$ cat config.mk
export PLATFORM = sky130hd
export DESIGN_NAME = multicycle_ctrl
export DESIGN_NICKNAME = d
export VERILOG_FILES = /design/src/rtl/multicycle_ctrl.sv
export SDC_FILE = /design/constraint.sdc
export NUM_CORES = 1
export LEC_CHECK = 0
export ABC_AREA = 1
export CORE_MARGIN = 5
export CORE_UTILIZATION = 51
export CTS_CLUSTER_SIZE = 30
export DETAILED_ROUTE_END_ITERATION = 6
export PLACE_DENSITY = 0.81
export SYNTH_ARGS = -nofsm -noshare
export SYNTH_HDL_FRONTEND = slang
export SYNTH_SLANG_ARGS = --single-unit
$ cat constraint.sdc
create_clock -name clk -period 2.3 [get_ports clk]
set_clock_uncertainty 0.15 [all_clocks]
set_input_delay 0.345 -clock clk [delete_from_list [all_inputs] [get_ports clk]]
set_output_delay 0.345 -clock clk [all_outputs]
set_load 0.005 [all_outputs]
$ cat src/rtl/multicycle_ctrl.sv
// Multicycle sequencer for the RV32 subset datapath. It steps each instruction through
// FETCH/DECODE/EXEC/MEM/WB, drives the datapath enables and memory handshakes, and halts on traps.
module multicycle_ctrl #(
  parameter int CNT_W    = 32,
  parameter int WAIT_MAX = 16
) (
  input  logic             clk,
  input  logic             rst,
  input  logic             run,
  input  logic [31:0]      instr,
  input  logic             takebranch,
  input  logic             imem_ready,
  input  logic             dmem_ready,
  output logic             imem_req,
  output logic             dmem_req,
  output logic             ir_we,
  output logic             pc_we,
  output logic             pc_src,
  output logic             regwrite,
  output logic             memread,
  output logic             memwrite,
  output logic             memtoreg,
  output logic             alusrc,
  output logic             branch,
  output logic [1:0]       aluop,
  output logic [2:0]       state,
  output logic             halted,
  output logic [1:0]       trap_cause,
  output logic [CNT_W-1:0] cyc_cnt,
  output logic [CNT_W-1:0] instret_cnt
);

  localparam logic [2:0] S_FETCH  = 3'd0;
  localparam logic [2:0] S_DECODE = 3'd1;
  localparam logic [2:0] S_EXEC   = 3'd2;
  localparam logic [2:0] S_MEM    = 3'd3;
  localparam logic [2:0] S_WB     = 3'd4;
  localparam logic [2:0] S_HALT   = 3'd7;

  localparam logic [6:0] OP_R    = 7'b0110011;
  localparam logic [6:0] OP_IALU = 7'b0010011;
  localparam logic [6:0] OP_LW   = 7'b0000011;
  localparam logic [6:0] OP_SW   = 7'b0100011;
  localparam logic [6:0] OP_LWI  = 7'b0000111;
  localparam logic [6:0] OP_BR   = 7'b1100011;
  localparam logic [6:0] OP_NOP  = 7'b0000000;

  localparam logic [1:0] TRAP_NONE    = 2'd0;
  localparam logic [1:0] TRAP_ILLEGAL = 2'd1;
  localparam logic [1:0] TRAP_IMEM    = 2'd2;
  localparam logic [1:0] TRAP_DMEM    = 2'd3;

  localparam int WAIT_W = $clog2(WAIT_MAX + 1);
  localparam logic [WAIT_W-1:0] WAIT_LIM = WAIT_W'(WAIT_MAX);

  logic [2:0]        state_q, state_d;
  logic [6:0]        op_q, op_d;
  logic [WAIT_W-1:0] wait_q, wait_d;
  logic [1:0]        trap_q, trap_d;
  logic [CNT_W-1:0]  cyc_q, cyc_d;
  logic [CNT_W-1:0]  instret_q, instret_d;
  logic              retire;

  logic is_r, is_ialu, is_lw, is_sw, is_lwi, is_br, is_nop;
  logic is_load, is_memop, is_exec_op;

  // Only the opcode field matters to the sequencer.
  logic unused_instr;
  assign unused_instr = ^instr[31:7];

  always_comb begin
    is_r       = (op_q == OP_R);
    is_ialu    = (op_q == OP_IALU);
    is_lw      = (op_q == OP_LW);
    is_sw      = (op_q == OP_SW);
    is_lwi     = (op_q == OP_LWI);
    is_br      = (op_q == OP_BR);
    is_nop     = (op_q == OP_NOP);
    is_load    = is_lw | is_lwi;
    is_memop   = is_load | is_sw;
    is_exec_op = is_r | is_ialu | is_memop | is_br;
  end

  always_comb begin
    state_d   = state_q;
    op_d      = op_q;
    wait_d    = wait_q;
    trap_d    = trap_q;
    retire    = 1'b0;
    imem_req  = 1'b0;
    dmem_req  = 1'b0;
    ir_we     = 1'b0;
    pc_we     = 1'b0;
    pc_src    = 1'b0;
    regwrite  = 1'b0;
    memread   = 1'b0;
    memwrite  = 1'b0;
    memtoreg  = 1'b0;
    alusrc    = 1'b0;
    branch    = 1'b0;
    aluop     = 2'd0;
    halted    = 1'b0;

    case (state_q)
      S_FETCH: begin
        // run is a raw input, so gate with rst to keep the request low during reset.
        imem_req = run & rst;
        if (imem_req) begin
          if (imem_ready) begin
            ir_we   = 1'b1;
            pc_we   = 1'b1;
            op_d    = instr[6:0];
            wait_d  = '0;
            state_d = S_DECODE;
          end else if (wait_q == WAIT_LIM) begin
            wait_d  = '0;
            trap_d  = TRAP_IMEM;
            state_d = S_HALT;
          end else begin
            wait_d = wait_q + WAIT_W'(1);
          end
        end else begin
          wait_d = '0;
        end
      end

      S_DECODE: begin
        if (is_exec_op) begin
          state_d = S_EXEC;
        end else if (is_nop) begin
          retire  = 1'b1;
          state_d = S_FETCH;
        end else begin
          trap_d  = TRAP_ILLEGAL;
          state_d = S_HALT;
        end
      end

      S_EXEC: begin
        aluop  = (is_r | is_ialu) ? 2'd2 : (is_br ? 2'd1 : 2'd0);
        alusrc = is_ialu | is_lw | is_sw;
        if (is_br) begin
          branch  = 1'b1;
          pc_we   = takebranch;
          pc_src  = takebranch;
          retire  = 1'b1;
          state_d = S_FETCH;
        end else if (is_memop) begin
          state_d = S_MEM;
        end else begin
          state_d = S_WB;
        end
      end

      S_MEM: begin
        dmem_req = 1'b1;
        memread  = is_load;
        memwrite = is_sw;
        if (dmem_ready) begin
          wait_d = '0;
          if (is_sw) begin
            retire  = 1'b1;
            state_d = S_FETCH;
          end else begin
            state_d = S_WB;
          end
        end else if (wait_q == WAIT_LIM) begin
          wait_d  = '0;
          trap_d  = TRAP_DMEM;
          state_d = S_HALT;
        end else begin
          wait_d = wait_q + WAIT_W'(1);
        end
      end

      S_WB: begin
        regwrite = 1'b1;
        memtoreg = is_load;
        retire   = 1'b1;
        state_d  = S_FETCH;
      end

      S_HALT: begin
        halted = 1'b1;
      end

      default: begin
        state_d = S_FETCH;
        wait_d  = '0;
      end
    endcase

    cyc_d     = (state_q != S_HALT) ? cyc_q + CNT_W'(1) : cyc_q;
    instret_d = retire ? instret_q + CNT_W'(1) : instret_q;
  end

  always_ff @(posedge clk or negedge rst) begin
    if (!rst) begin
      state_q   <= S_FETCH;
      op_q      <= OP_NOP;
      wait_q    <= '0;
      trap_q    <= TRAP_NONE;
      cyc_q     <= '0;
      instret_q <= '0;
    end else begin
      state_q   <= state_d;
      op_q      <= op_d;
      wait_q    <= wait_d;
      trap_q    <= trap_d;
      cyc_q     <= cyc_d;
      instret_q <= instret_d;
    end
  end

  assign state       = state_q;
  assign trap_cause  = trap_q;
  assign cyc_cnt     = cyc_q;
  assign instret_cnt = instret_q;

endmodule

==> flow_metrics.tcl <==
set metrics [dict create \
    die_y_um 111 \
    clk_latency_ns 0.36 \
    start_kind "flop" \
    dpl.hpwl_um 10900 \
    fin_setup_tns_ns 0 \
    ys_async_sr_fraction 1.00 \
    overflow 0 \
    maxSlewHeadroom 0.525 \
    synth-seq-area-share 0.392 \
    synth_warnings 0 \
    cts_made_buffers 9 \
    synth.net_count 815 \
    core_area_mm2 0.00982 \
    tightestPinTransition_ns 0.713 \
    num_rows 36 \
    wl_um 14400 \
    n_antenna_cell 0 \
    antenna_left 0 \
    period_needed_ns 2.26 \
    numPortBuffers 95 \
    path_clk_slew_ns 0.08 \
    drt_iter0_markers 286 \
    wl_per_cell_um 13.9 \
    critPathSlowestCell "clkdlybuf4s50_1" \
    die_area_mm2 0.0122 \
    ys.flop_type "dfrtp_1" \
    endpoint_kind "primary output" \
    final_hold_viol_count 0 \
    grt_max_degree 56 \
    cp_num_buf_inv 2 \
    setup_viol 0 \
    dp_slack_ns 0.0227 \
    rsz0062_at_grt "true" \
    die_x_um 111 \
    layout-drive-gt1-share 0.106 \
    peakVddDrop_mv 0.246 \
    slew_viol_final 0 \
    finalNetCount 940 \
    setup_ws_ns 0.0419 \
    outcome "finished clean" \
    crit_arrival_ns 1.76 \
    ios 121 \
    cp.required_ns 1.80 \
    cp_top_family "buffers and inverters" \
    via_per_inst 5.15 \
    cts_max_level 3 \
    drtPass1Iterations 5 \
    timing.final.crit_share 0.982 \
    area_growth_pct 29.9 \
    leakage_nw 3.06 \
    grt_pass1_wl_um 24000 \
    hp-class "primary input to flop" \
    antenna_found_initial 0 \
    initial_core_util 0.526 \
    place_congestion 0.919 \
    path_common_cell "nand2_2" \
    drv_cap 0 \
    power_density_mw_per_mm2 403 \
    ys_ff_latch 81 \
    first_global_vias 5259 \
    path_class "flop to primary output" \
    root_buffer "clkbuf_8" \
    fin_hold_ws_ns 0.356 \
    path_cells "inv_2, nand2_2, nor2_4, nand2_2, nor2_2, clkdlybuf4s50_1" \
    clkSinkCount 81 \
    fmax_mhz 443 \
    synth_edf_count 0 \
    avgSynthCellArea_um2 6.68 \
    vias 5327 \
    syn_inst 773 \
    drc 0 \
    grt_use_total 0.234 \
    netlist_area_mm2 0.00517 \
    path_max_fanout 5 \
    cts_tree "built" \
    critPathMaxStageDelay_ns 0.50 \
    ys_types 31 \
    clk_path_buf_depth 2 \
]
## cells in the final DEF (no fill, tap or decap), drive strengths merged, types with 14 or more instances in the layout
master         count
nand3             51
nand2            286
clkbuf            14
buf               27
inv               95
o21ai             41
clkdlybuf4s50     85
xor2              23
dfrtp             81
nor3              30
nor2             121
## routing by layer
layer | routed length (um) | GRT usage | part of all wire
met4 | 349 | 0.0813 | 0.024
met2 | 7140 | 0.410 | 0.50
met5 | 0 | 0 | 0
met3 | 745 | 0.0531 | 0.052
met1 | 6140 | 0.283 | 0.43
## final timing paths
| kind | endpoint | from | slack (ns) | cells past startpoint |
|---|---|---|---|---|
| setup / recovery | memread | op_q[6] | 0.04 | 6 |
| hold / removal | op_q[0] | rst | 0.36 | 6 |
| min in group asynchronous | instret_cnt[18] | rst | 0.43 | 3 |
| hold reg to reg | cyc_cnt[9] | cyc_cnt[9] | 0.37 | 1 |
| max in group asynchronous | state[0] | rst | 0.49 | 4 |
| setup reg to reg | instret_cnt[16] | state[1] | 0.13 | 10 |
## through the flow
step	cells	instance area, um2	total power, mW	util
finish	1035	6710	2.70	0.684
detailed placement	1005	6310	1.51	0.642
CTS	1026	6610	2.73	0.673
global route	1035	6710	2.79	0.684
floorplan	773	5170	1.45	-
global placement	1005	6310	1.51	0.642
## worst min-delay path, stage by stage
cell	delay (ns)
buf_4	0.12
nand2_1	0.09
nor2_1	0.06
nand2_2	0.10
nand2_1	0.06
nand2_1	0.05
## cell families (layout without fill, tap and decap cells)
family / count (synthesis) / in the layout / share of synthesized area
buffers and inverters: 103 / 232 / 0.0816
adders and majority gates: 4 / 4 / 0.00969
and+or+nand+nor: 507 / 507 / 0.417
xor gates and xnor gates: 28 / 28 / 0.0489
DFF: 81 / 81 / 0.392
AOI/OAI and AO/OA: 50 / 50 / 0.0501
## report_power, final
part / leakage (nW) / total [mW] / internal, mW / switching [mW]
registers: 1.06 / 1.42 / 1.42 / 0
logic: 1.88 / 0.0604 / 0.0234 / 0.0371
clock network: 0.116 / 1.22 / 0.696 / 0.524
## flip-flops by register name, summed over array words and instances, names as in the netlist
name,flops
state,3
op_q,7
cyc_cnt,32
instret_cnt,32
wait_q,5
trap_cause,2
## cell usage after synthesis, types with 6 or more instances
| library cell | count | area share |
|---|---|---|
| dfrtp_1 | 81 | 0.39 |
| a21oi_1 | 6 | 0.0058 |
| nand4_1 | 11 | 0.013 |
| nand2_1 | 278 | 0.20 |
| nand3_1 | 49 | 0.047 |
| nor2_1 | 112 | 0.081 |
| inv_2 | 9 | 0.0065 |
| nor3_1 | 28 | 0.027 |
| nand2_2 | 7 | 0.0085 |
| xor2_1 | 22 | 0.037 |
| o21ai_1 | 25 | 0.024 |
| o21ai_0 | 16 | 0.016 |
| inv_1 | 86 | 0.062 |
## final cells by class
class / count / area (um2)
clock inverters: 2 / 60.1
fillers: 872 / 3110
flip-flops and latches: 81 / 2030
well taps: 133 / 166
multi-input cells: 589 / 2780
clock buffers: 13 / 169
repair buffers: 122 / 1150
inverters: 95 / 362
## repair_timing
action                                  CTS  global route
endpoints found under the setup margin   13             7
setup buffers                             5             9
resized for setup                        24            15
gates cloned                              0             0
hold buffers                              1             0
hold endpoints to repair                 28             0
pin swaps                                 2             5
(Power assumes the default switching activity.)
==> variant 1: new RTL, config.mk and constraints unchanged <==
`instret_q` no longer has a reset.
--- a/src/rtl/multicycle_ctrl.sv
+++ b/src/rtl/multicycle_ctrl.sv
@@ -203,3 +203,2 @@
       cyc_q     <= '0;
-      instret_q <= '0;
     end else begin
@@ -210,4 +209,7 @@
       cyc_q     <= cyc_d;
-      instret_q <= instret_d;
     end
+  end
+
+  always_ff @(posedge clk) begin
+    instret_q <= instret_d;
   end
Function: differs if rst is asserted again (counterexample within 4 cycles, from zero or initial values and one cycle with rst low); with rst held inactive, the same outputs for 10 cycles.
==> variant 1 against the original RTL <==
Worst setup slack lost 0.038 ns. Power shrank 0.80%. Critical path depth did not move. Final cell count is 25% lower. Die area down 12%. Synthesized area down 13%. Sequential cell count unchanged. Design area down 9.6%. Routed wire length decreased by 23%. Critical endpoint is now ir_we. Largest power group unchanged.
==> variant 1: results (changes against the original RTL) <==
* Post-Place Cells at 751 (-25%)
* Most frequent cells after synthesis: 145 x nand2_1, 71 x inv_1, 68 x nor2_1
* DR iter-0 viols at 171 (-40%)
* Setup repair bufs after CTS at 2 (-3)
* Met3 WL post-DR at 636 um (-15%)
* Seq pwr at 1490 uW (+5%)
* Worst hold stages at 1 (-5)
* Synth Area in Compound Gates at 2.53% (-2.5 points)
* Layout cells sized above 1 at 11.7% (+1.1 points)
* GP Congestion at 0.970 (+5.6%)
* Syn Nets at 586 (-28%)
* Area contributors post-synth: dfrtp_1 27%, edfxtp_1 21%, nand2_1 12%, xor2_1 8.4%, inv_1 5.9%
* Grt met2 use at 33.2% (-7.7 points)
* Sw Ratio at 19.9% (-0.85 points)
* Highest ir drop seen on vdd at 0.000339 V (+38%)
* Outcome: finished, final reports clean
* Cell count after synthesis at 544 (-30%)
* Switching power at 534 uW (-4.9%)
* Met3 Usage GRT at 5.52% (+0.22 points)
* Setup WS pre-CTS at 0.127 ns (+0.104 ns)
* Post-CTS sizing at 17 (-29%)
* Placed cell areas at 5640 um^2 (-11%)
* Vias in the first global route at 3934 (-25%)
* Min-Delay Path Class: register to register
* Placed wire-length estimate at 8160 um (-25%)
* Tot GR Track Use at 19.9% (-3.5 points)
* WL/cell at 14.2 um (+2.1%)
* R2R depth at 7 (-3)
* Synth Area in XOR/XNOR at 11.5% (+6.6 points)
* Vias per Instance at 5.17 (+0.46%)
* Nets at 710 (-24%)
* First-pass DRT Iterations at 4 (-1)
* Synth Area in Adders at 1.11% (+0.14 points)
* GRT met1 Usage at 24.7% (-3.6 points)
* Met1 wire length at 4680 um (-24%)
* Fin cells at 781 (-25%)
variant 1: worst paths after layout:
kind | start | endpoint | slack [ns]
max | state[1] | ir_we | 0.004
max in group asynchronous | rst | state[1] | 1.00
min | cyc_cnt[4] | cyc_cnt[4] | 0.35
min reg2reg | cyc_cnt[4] | cyc_cnt[4] | 0.35
min in group asynchronous | rst | trap_cause[0] | 0.51
max reg2reg | op_q[6] | instret_cnt[26] | 0.22
variant 1: layout make-up:
cell class	instances	area, um^2
clock buffers	13	181
clock inverters	3	43.8
fillers	681	2570
inverters	76	290
multi-input cells	385	2110
flip-flops and latches	81	2190
well taps	108	135
repair buffers	115	1120
variant 1: worst max-delay path: cells and delay by family (launching register included):
family	cells	cell delay [ns]
buffers and inverters	3	0.64
DFF	1	0.47
and+or+nand+nor	3	0.36
==> variant 2: new RTL, same flow settings <==
Without the edit above. The parameter `WAIT_MAX` goes from 16 to 32.
--- a/src/rtl/multicycle_ctrl.sv
+++ b/src/rtl/multicycle_ctrl.sv
@@ -4,3 +4,3 @@
   parameter int CNT_W    = 32,
-  parameter int WAIT_MAX = 16
+  parameter int WAIT_MAX = 32
 ) (
Function: same outputs for any inputs over 10 cycles, from zero or initial values and one cycle with rst low; that may be too few to reach the edited logic, so the function may still have changed.
==> variant 2 against the original RTL <==
Sequential cell count grew 1. Die area up 4.8%. Routed wire length is 8.0% higher. Hold slack got worse by 0.0091 ns. Design area up 5.1%. Synthesized area increased by 5.3%. Non-clock buffer count grew 5. Power increased by 3.7%. First-iteration DRC count grew 32%. Sequential share of layout area shrank 1.1 points. Worst setup slack got worse by 0.035 ns.
==> variant 2: results (changes against the original RTL) <==
* Placed cell areas at 6560 um^2 (+4.1%)
* Tot GR Track Use at 24.0% (+0.53 points)
* Synth Area in Adders at 0.920% (-0.049 points)
* Routed via count at 5660 (+6.3%)
* Most frequent cells after synthesis: 325 x nand2_1, 96 x nor2_1, 89 x inv_1
* Setup WS pre-CTS at 0.0944 ns (+0.0717 ns)
* Clkbuf count at 10 (-3)
* Signal arrival time at the worst endpoint at 1.80 ns (+0.04 ns)
* Outcome: finished, final reports clean
* Met3 WL post-DR at 838 um (+12%)
* Layout cells sized above 1 at 11.2% (+0.58 points)
* Die width at 113 um (+2.4%)
* Nets at 990 (+5.3%)
* Sequential share of the synthesized area at 37.7% (-1.5 points)
* Cell count after synthesis at 821 (+6.2%)
* Area contributors post-synth: dfrtp_1 38%, nand2_1 22%, nor2_1 6.6%, inv_1 6.1%, nand3_1 5.4%
* Post-Place Cells at 1052 (+4.7%)
* Clock-cell share of area at 3.42% (+0.012 points)
* Met3 Usage GRT at 2.83% (-2.5 points)
* Non-clk bufs at 127 (+4.1%)
* Placed wire-length estimate at 11200 um (+2.6%)
* First-pass GRT wire length at 25300 um (+5.3%)
* Total Wirelength at 15500 um (+8.0%)
* Vias in the first global route at 5323 (+1.2%)
* Clock network power at 1300 uW (+7%)
* First-pass DRT Iterations at 7 (+2)
## variant 2: changes by cell type in the layout (fill, tap and decap cells not counted), sizes merged, moves of 5 or more
cell   unedited run  this run
buf              27        32
nand2           286       337
nand3            51        63
nor2            121       103
nor3             30        37
o21ai            41        24
## variant 2: timing repair
action,in CTS,in global routing
resized for setup,18,17
hold buffers,1,0
hold endpoints to repair,15,0
setup endpoints to repair,10,38
pin swaps,5,8
cloned,0,1
setup buffers,15,4
## variant 2: worst paths after layout
check	slack (ns)	startpoint	end
setup / recovery	0.007	state[1]	memtoreg
hold / removal	0.35	rst	instret_cnt[4]
setup reg to reg	0.04	op_q[5]	instret_cnt[19]
hold reg to reg	0.35	cyc_cnt[17]	cyc_cnt[17]
max in group asynchronous	0.44	rst	state[0]
min in group clk	0.35	cyc_cnt[17]	cyc_cnt[17]
## variant 2: worst max-delay path, cell delays in order, from the launching register on
cell and delay (ns):
dfrtp_2 0.45, nor2_4 0.14, nand2_1 0.19, nor2_1 0.15, clkdlybuf4s50_1 0.51
